File: src/rtl/d_regfile_sb_pkg.sv
// Shared constants for the D-stage register file with scoreboard.
package d_regfile_sb_pkg;

   // Register that always reads as zero and ignores writes and issues.
   localparam int GRF_ZERO_REG = 0;

   // Default geometry.
   localparam int DEF_DATA_W = 32;
   localparam int DEF_NREG   = 32;
   localparam int DEF_NRD    = 2;

   // Write-back port priority: the low port is applied first, the high port
   // last, so the high port wins a same-address conflict in storage and bypass.
   localparam int WR_LO_PORT = 0;
   localparam int WR_HI_PORT = 1;

endpackage

File: src/rtl/d_regfile_sb_if.sv
// Bus bundle between the D stage (master) and the register file (slave).
interface d_regfile_sb_if
   import d_regfile_sb_pkg::*;
#(
   parameter int  DATA_W = DEF_DATA_W,
   parameter int  NREG   = DEF_NREG,
   parameter int  NRD    = DEF_NRD,
   localparam int AW     = $clog2(NREG)
) ();

   // Read ports: port k uses rd_addr[k*AW +: AW] and rd_data[k*DATA_W +: DATA_W].
   logic [NRD*AW-1:0]     rd_addr;
   logic [NRD*DATA_W-1:0] rd_data;
   logic [NRD-1:0]        rd_ready;

   // Two write-back ports, port p at [p*AW +: AW] / [p*DATA_W +: DATA_W].
   logic [1:0]            wr_en;
   logic [2*AW-1:0]       wr_addr;
   logic [2*DATA_W-1:0]   wr_data;

   // Issue: marks iss_addr as having an in-flight producer from the next cycle.
   logic                  iss_en;
   logic [AW-1:0]         iss_addr;

   // Registered scoreboard view.
   logic [NREG-1:0]       pend_vec;
   logic [AW:0]           pend_cnt;

   modport master (
      output rd_addr, wr_en, wr_addr, wr_data, iss_en, iss_addr,
      input  rd_data, rd_ready, pend_vec, pend_cnt
   );

   modport slave (
      input  rd_addr, wr_en, wr_addr, wr_data, iss_en, iss_addr,
      output rd_data, rd_ready, pend_vec, pend_cnt
   );

endinterface

File: src/rtl/d_regfile_sb_bypass.sv
// One read port: zero register, write-back bypass, array data and ready mux.
module d_regfile_sb_bypass
   import d_regfile_sb_pkg::*;
#(
   parameter int DATA_W = DEF_DATA_W,
   parameter int AW     = 5
) (
   input  logic [AW-1:0]       rd_addr_i,
   input  logic [1:0]          wr_en_i,
   input  logic [2*AW-1:0]     wr_addr_i,
   input  logic [2*DATA_W-1:0] wr_data_i,
   input  logic [DATA_W-1:0]   arr_data_i,
   input  logic                pend_i,
   output logic [DATA_W-1:0]   rd_data_o,
   output logic                rd_ready_o
);

   logic hit_lo;
   logic hit_hi;

   assign hit_lo = wr_en_i[WR_LO_PORT] && (wr_addr_i[WR_LO_PORT*AW +: AW] == rd_addr_i);
   assign hit_hi = wr_en_i[WR_HI_PORT] && (wr_addr_i[WR_HI_PORT*AW +: AW] == rd_addr_i);

   // Zero register first, then a same-cycle write-back (high port first), else storage.
   always_comb begin
      rd_data_o  = arr_data_i;
      rd_ready_o = !pend_i;
      if (rd_addr_i == AW'(GRF_ZERO_REG)) begin
         rd_data_o  = '0;
         rd_ready_o = 1'b1;
      end else if (hit_hi) begin
         rd_data_o  = wr_data_i[WR_HI_PORT*DATA_W +: DATA_W];
         rd_ready_o = 1'b1;
      end else if (hit_lo) begin
         rd_data_o  = wr_data_i[WR_LO_PORT*DATA_W +: DATA_W];
         rd_ready_o = 1'b1;
      end
   end

endmodule

File: src/rtl/d_regfile_sb.sv
// D-stage register file: storage, per-register pending scoreboard, pending count.
module d_regfile_sb
   import d_regfile_sb_pkg::*;
#(
   parameter int  DATA_W = DEF_DATA_W,
   parameter int  NREG   = DEF_NREG,
   parameter int  NRD    = DEF_NRD,
   localparam int AW     = $clog2(NREG)
) (
   input  logic           clk,
   input  logic           reset,
   d_regfile_sb_if.slave  bus
);

   logic [DATA_W-1:0] regs_q [NREG];
   logic [DATA_W-1:0] regs_d [NREG];
   logic [NREG-1:0]   pend_q;
   logic [NREG-1:0]   pend_d;
   logic [AW:0]       cnt_q;
   logic [AW:0]       cnt_d;

   logic [AW-1:0]     wa [2];
   logic [DATA_W-1:0] wd [2];
   logic [1:0]        wv;

   // Split the write-back bus; a write to the zero register never lands.
   always_comb begin
      for (int p = 0; p < 2; p++) begin
         wa[p] = bus.wr_addr[p*AW +: AW];
         wd[p] = bus.wr_data[p*DATA_W +: DATA_W];
         wv[p] = bus.wr_en[p] && (wa[p] != AW'(GRF_ZERO_REG));
      end
   end

   // Storage next state: low port first so the high port overwrites on conflict.
   always_comb begin
      regs_d = regs_q;
      if (wv[WR_LO_PORT]) regs_d[wa[WR_LO_PORT]] = wd[WR_LO_PORT];
      if (wv[WR_HI_PORT]) regs_d[wa[WR_HI_PORT]] = wd[WR_HI_PORT];
   end

   // Scoreboard next state: an issue beats a same-cycle write-back to the same register.
   always_comb begin
      pend_d = '0;
      for (int r = 1; r < NREG; r++) begin
         pend_d[r] = pend_q[r];
         if (bus.iss_en && (bus.iss_addr == AW'(r))) begin
            pend_d[r] = 1'b1;
         end else if ((wv[0] && (wa[0] == AW'(r))) || (wv[1] && (wa[1] == AW'(r)))) begin
            pend_d[r] = 1'b0;
         end
      end
   end

   // Pending count tracks the population of the next pending vector.
   always_comb begin
      cnt_d = '0;
      for (int r = 0; r < NREG; r++) begin
         cnt_d = cnt_d + {{AW{1'b0}}, pend_d[r]};
      end
   end

   // State registers; reset discards any write or issue of the same cycle.
   always_ff @(posedge clk or posedge reset) begin
      if (reset) begin
         for (int r = 0; r < NREG; r++) begin
            regs_q[r] <= '0;
         end
         pend_q <= '0;
         cnt_q  <= '0;
      end else begin
         regs_q <= regs_d;
         pend_q <= pend_d;
         cnt_q  <= cnt_d;
      end
   end

   assign bus.pend_vec = pend_q;
   assign bus.pend_cnt = cnt_q;

   // One bypass mux per read port.
   for (genvar k = 0; k < NRD; k++) begin : g_rd
      logic [AW-1:0] ra;
      assign ra = bus.rd_addr[k*AW +: AW];

      d_regfile_sb_bypass #(
         .DATA_W (DATA_W),
         .AW     (AW)
      ) u_bypass (
         .rd_addr_i  (ra),
         .wr_en_i    (bus.wr_en),
         .wr_addr_i  (bus.wr_addr),
         .wr_data_i  (bus.wr_data),
         .arr_data_i (regs_q[ra]),
         .pend_i     (pend_q[ra]),
         .rd_data_o  (bus.rd_data[k*DATA_W +: DATA_W]),
         .rd_ready_o (bus.rd_ready[k])
      );
   end

endmodule

File: src/flat_wrapper.sv
// flat-port wrapper written by rule: the top's interface ports become plain ports
module d_regfile_sb_flat import d_regfile_sb_pkg::*;
#(
   parameter int  DATA_W = DEF_DATA_W,
   parameter int  NREG   = DEF_NREG,
   parameter int  NRD    = DEF_NRD,
   localparam int AW     = $clog2(NREG)
)
  (clk, reset, bus_rd_addr, bus_wr_en, bus_wr_addr, bus_wr_data, bus_iss_en, bus_iss_addr, bus_rd_data, bus_rd_ready, bus_pend_vec, bus_pend_cnt);
  d_regfile_sb_if #(.DATA_W(DATA_W), .NREG(NREG), .NRD(NRD)) bus_i ();
  input  logic clk;
  input  logic reset;
  input wire logic [$bits(bus_i.rd_addr)-1:0] bus_rd_addr;
  input wire logic [$bits(bus_i.wr_en)-1:0] bus_wr_en;
  input wire logic [$bits(bus_i.wr_addr)-1:0] bus_wr_addr;
  input wire logic [$bits(bus_i.wr_data)-1:0] bus_wr_data;
  input wire logic [$bits(bus_i.iss_en)-1:0] bus_iss_en;
  input wire logic [$bits(bus_i.iss_addr)-1:0] bus_iss_addr;
  output wire logic [$bits(bus_i.rd_data)-1:0] bus_rd_data;
  output wire logic [$bits(bus_i.rd_ready)-1:0] bus_rd_ready;
  output wire logic [$bits(bus_i.pend_vec)-1:0] bus_pend_vec;
  output wire logic [$bits(bus_i.pend_cnt)-1:0] bus_pend_cnt;
  assign bus_i.rd_addr = bus_rd_addr;
  assign bus_i.wr_en = bus_wr_en;
  assign bus_i.wr_addr = bus_wr_addr;
  assign bus_i.wr_data = bus_wr_data;
  assign bus_i.iss_en = bus_iss_en;
  assign bus_i.iss_addr = bus_iss_addr;
  assign bus_rd_data = bus_i.rd_data;
  assign bus_rd_ready = bus_i.rd_ready;
  assign bus_pend_vec = bus_i.pend_vec;
  assign bus_pend_cnt = bus_i.pend_cnt;
  d_regfile_sb #(.DATA_W(DATA_W), .NREG(NREG), .NRD(NRD)) u_core (.clk(clk), .reset(reset), .bus(bus_i));
endmodule
File: config.mk
export PLATFORM = sky130hd
export DESIGN_NAME = d_regfile_sb_flat
export DESIGN_NICKNAME = d
export VERILOG_FILES = /design/src/rtl/d_regfile_sb_pkg.sv /design/src/rtl/d_regfile_sb_if.sv /design/src/rtl/d_regfile_sb_bypass.sv /design/src/rtl/d_regfile_sb.sv /design/src/flat_wrapper.sv
export SDC_FILE = /design/constraint.sdc
export NUM_CORES = 2
export LEC_CHECK = 0
export BUFFER_PORTS_ARGS = -buffer_cell sky130_fd_sc_hd__buf_2
export CORE_MARGIN = 4
export CORE_UTILIZATION = 43
export CTS_BUF_LIST = sky130_fd_sc_hd__clkbuf_8
export CTS_CLUSTER_SIZE = 12
export DETAILED_ROUTE_END_ITERATION = 12
export PLACE_DENSITY_LB_ADDON = 0.15
export SYNTH_ARGS = -nofsm -noshare
export SYNTH_HDL_FRONTEND = slang
export SYNTH_HIERARCHICAL = 1
export SYNTH_SLANG_ARGS = --single-unit
File: constraint.sdc
create_clock -name clk -period 39.4 [get_ports clk]
set_clock_uncertainty 0.15 [all_clocks]
set_input_delay 3.94 -clock clk [delete_from_list [all_inputs] [get_ports clk]]
set_output_delay 3.94 -clock clk [all_outputs]
set_load 0.02 [all_outputs]
==> reports/qor.csv <==
stage,metric,value,unit
outcome,status,finished clean,
clock_tree,cts_setup_buffers,0,
synthesis,synth_seq_area_share,39.23,%
placed_design,dpl.hpwl,170900,µm
global_route,antenna_found_initial,24,
timing,max_slew_margin,4.316,%
synthesis,yosysMostFrequentCell,dfrtp_1,
synthesis,async_flop_share,100.0,%
power,vdd_drop_max,0.0001508,V
clock_tree,cts-resized-gates,0,
synthesis,synth.avg_cell_area,10.68,µm²
detailed_routing,num_vias,56960,
timing,worstMarginPinSlew,1432,ps
setup_path,arrival,8780,ps
setup_path,cp.required,35310,ps
detailed_routing,antenna_left,0,
floorplanning,fp.dieH,404.7,µm
synthesis,ys_warn_count,6,
floorplanning,die_x,404.7,µm
clock_tree,cts.htree.levels,4,
setup_path,start_kind,primary input,
setup_path,r2r-start,u_core/bus.pend_vec[22],
power,power,0.004037,W
timing,holdWs,241.1,ps
finish,postLayoutCoreUtil,46.75,%
timing,setup_ws,26530,ps
timing,hold_viol_final,0,
detailed_routing,vias_per_cell,6.862,
min_path,min_from,u_core/regs_q[1023],
finish,drive_gt1_share,21.07,%
synthesis,synth_commonest_cells,"1061 x dfrtp_1, 1002 x mux2i_1, 587 x nor2_1",
synthesis,syn-cell-area,67680,µm²
floorplanning,pin_count,198,
clock_tree,ctsHoldBuffers,0,
clock_tree,root_buffer,clkbuf_8,
synthesis,netlist_instances,6335,
finish,final_nets,6203,
finish,area_growth,8.027,%
setup_path,cp-end-kind,primary output,
synthesis,synth_edf_count,0,
global_route,grt_use_total,36.46,%
timing,setup-violations-final,0,
floorplanning,rows,145,
clock_tree,path_clk_slew,60,ps
detailed_routing,firstDrtPassIters,6,
detailed_routing,drt_iter0_markers,7976,
synthesis,synth_top_area_cell,dfrtp_1,
global_route,grt_pass1_vias,53970,
power,total_leakage_power,30.94,nW
global_route,grt_max_degree,152,
detailed_routing,drc,0,
setup_path,path_class,in -> out,
synthesis,yosys.area.top_type_share,39.23,%
min_path,hold_class,reg -> reg,
setup_path,crit_fanout,65,
clock_tree,clock_latency,950,ps
synthesis,synth_nets,6459,
flow_run,max_cap_violations,0,
floorplanning,fp.dieArea,163800,µm²
synthesis,synthFlopType,dfrtp_1,
clock_tree,cts.sinks,1061,
timing,final.setup.tns,0,ps
synthesis,ys_ff_latch,1061,
timing,rsz0062_at_grt,false,
synthesis,ys_top_cells_by_area,"dfrtp_1 39%, mux4_2 17%, mux2i_1 15%",
placed_design,place_congestion,0.9055,
clock_tree,cts_made_buffers,195,
timing,slew_viol_final,0,
clock_tree,cts_tree,done,
global_route,overflow,0,
placed_design,io_buffers,196,
power,power_density,55.22,nW/µm²
global_route,grt_pass1_wl,424100,µm
placed_design,place_ws,26710,ps
setup_path,startpoint,bus_rd_addr[2],
timing,max_freq,77.70,MHz
timing,fin_crit,12870,ps
clock_tree,cts_max_path_buffers,3,
detailed_routing,post_drt_wl_per_cell,36.69,µm
floorplanning,coreArea,156400,µm²
timing,fin_crit_sh,32.67,%
detailed_routing,wirelength,304600,µm
synthesis,synth_cell_types,61,
floorplanning,start_util,43.28,%
==> cell usage in the layout, fill, tap and decap left out, types with 12 or more instances in the layout <==
master	count
a21boi_1	32
a21oi_1	578
a311oi_2	58
buf_2	191
buf_4	140
clkbuf_8	260
clkinv_2	14
dfrtp_1	1061
diode_2	16
fa_1	23
inv_1	96
mux2i_1	1002
mux4_2	518
nand2_1	458
nand2_4	24
nand4_1	72
nor2_1	583
nor2_4	16
nor2b_1	16
nor3_1	65
nor4_1	61
o21a_1	12
o21ai_0	428
o21ai_1	70
o22ai_1	256
xnor2_1	20
==> power by group <==
part	leakage (nW)	internal, W	switching (W)
Combinational	15.7	0.000632	0.000657
Sequential	13.0	0.00138	0.000240
Clock	2.31	0.000605	0.000520
==> final timing paths <==
check,endpoint,depth (start not counted),slack (ps)
max,bus_rd_data[17],9,26530
max reg2reg,u_core/bus.pend_cnt[4],17,33650
min,u_core/regs_q[1023],0,240
min reg2reg,u_core/regs_q[1023],0,240
max in group asynchronous,u_core/regs_q[463],5,32840
min in group asynchronous,u_core/regs_q[1015],2,3000
==> flip-flops by register name, summed over array words and instances (netlist names) <==
signal	flops
u_core/bus.pend_vec	31
u_core/regs_q	1024
u_core/bus.pend_cnt	6
==> per-layer routing <==
| metal | vias up | GRT usage [%] | routed length [µm] |
|---|---|---|---|
| met5 | - | 0 | 127 |
| met4 | 20 | 20.94 | 20480 |
| met3 | 1118 | 11.87 | 37100 |
| met2 | 4186 | 53.55 | 131900 |
| met1 | 28690 | 47.41 | 114900 |
| li1 | 22940 | - | - |
==> layout make-up <==
cell class,count,area [µm²]
fill,14510,83270
multi-input combinational,4443,37590
sequential,1061,26550
clock buffer,260,3578
tap,2058,2575
timing repair buffer,340,2167
clock inverter,84,461.7
inverter,38,150.1
antenna,16,40.04
==> kinds of logic (layout without fill, tap and decap cells) <==
logic type      Yosys count  count (layout)  synth area share (%)
compound gates         1467            1467                 12.54
buf+inv                 831             722                 5.860
xor+xnor                 23              23                0.3198
fa+ha+maj                30              30                0.8097
mux                    1528            1528                 32.19
simple gates           1394            1394                 9.046
other cells               1              17              0.005541
flops                  1061            1061                 39.23
==> through the flow <==
stage | area, µm² | std cells
2_1_floorplan | 67680 | 6335
3_3_place_gp | 69030 | 7940
3_5_place_dp | 69030 | 7940
4_1_cts | 73070 | 8284
5_1_grt | 73090 | 8289
6_report | 73110 | 8300
==> critical path, stage by stage <==
cell,delay (ps)
buf_8,430
buf_4,670
buf_4,930
xnor2_1,210
nand2_2,80
or2_2,600
buf_4,410
a311oi_2,950
buf_2,330
(Power assumes the default switching activity.)
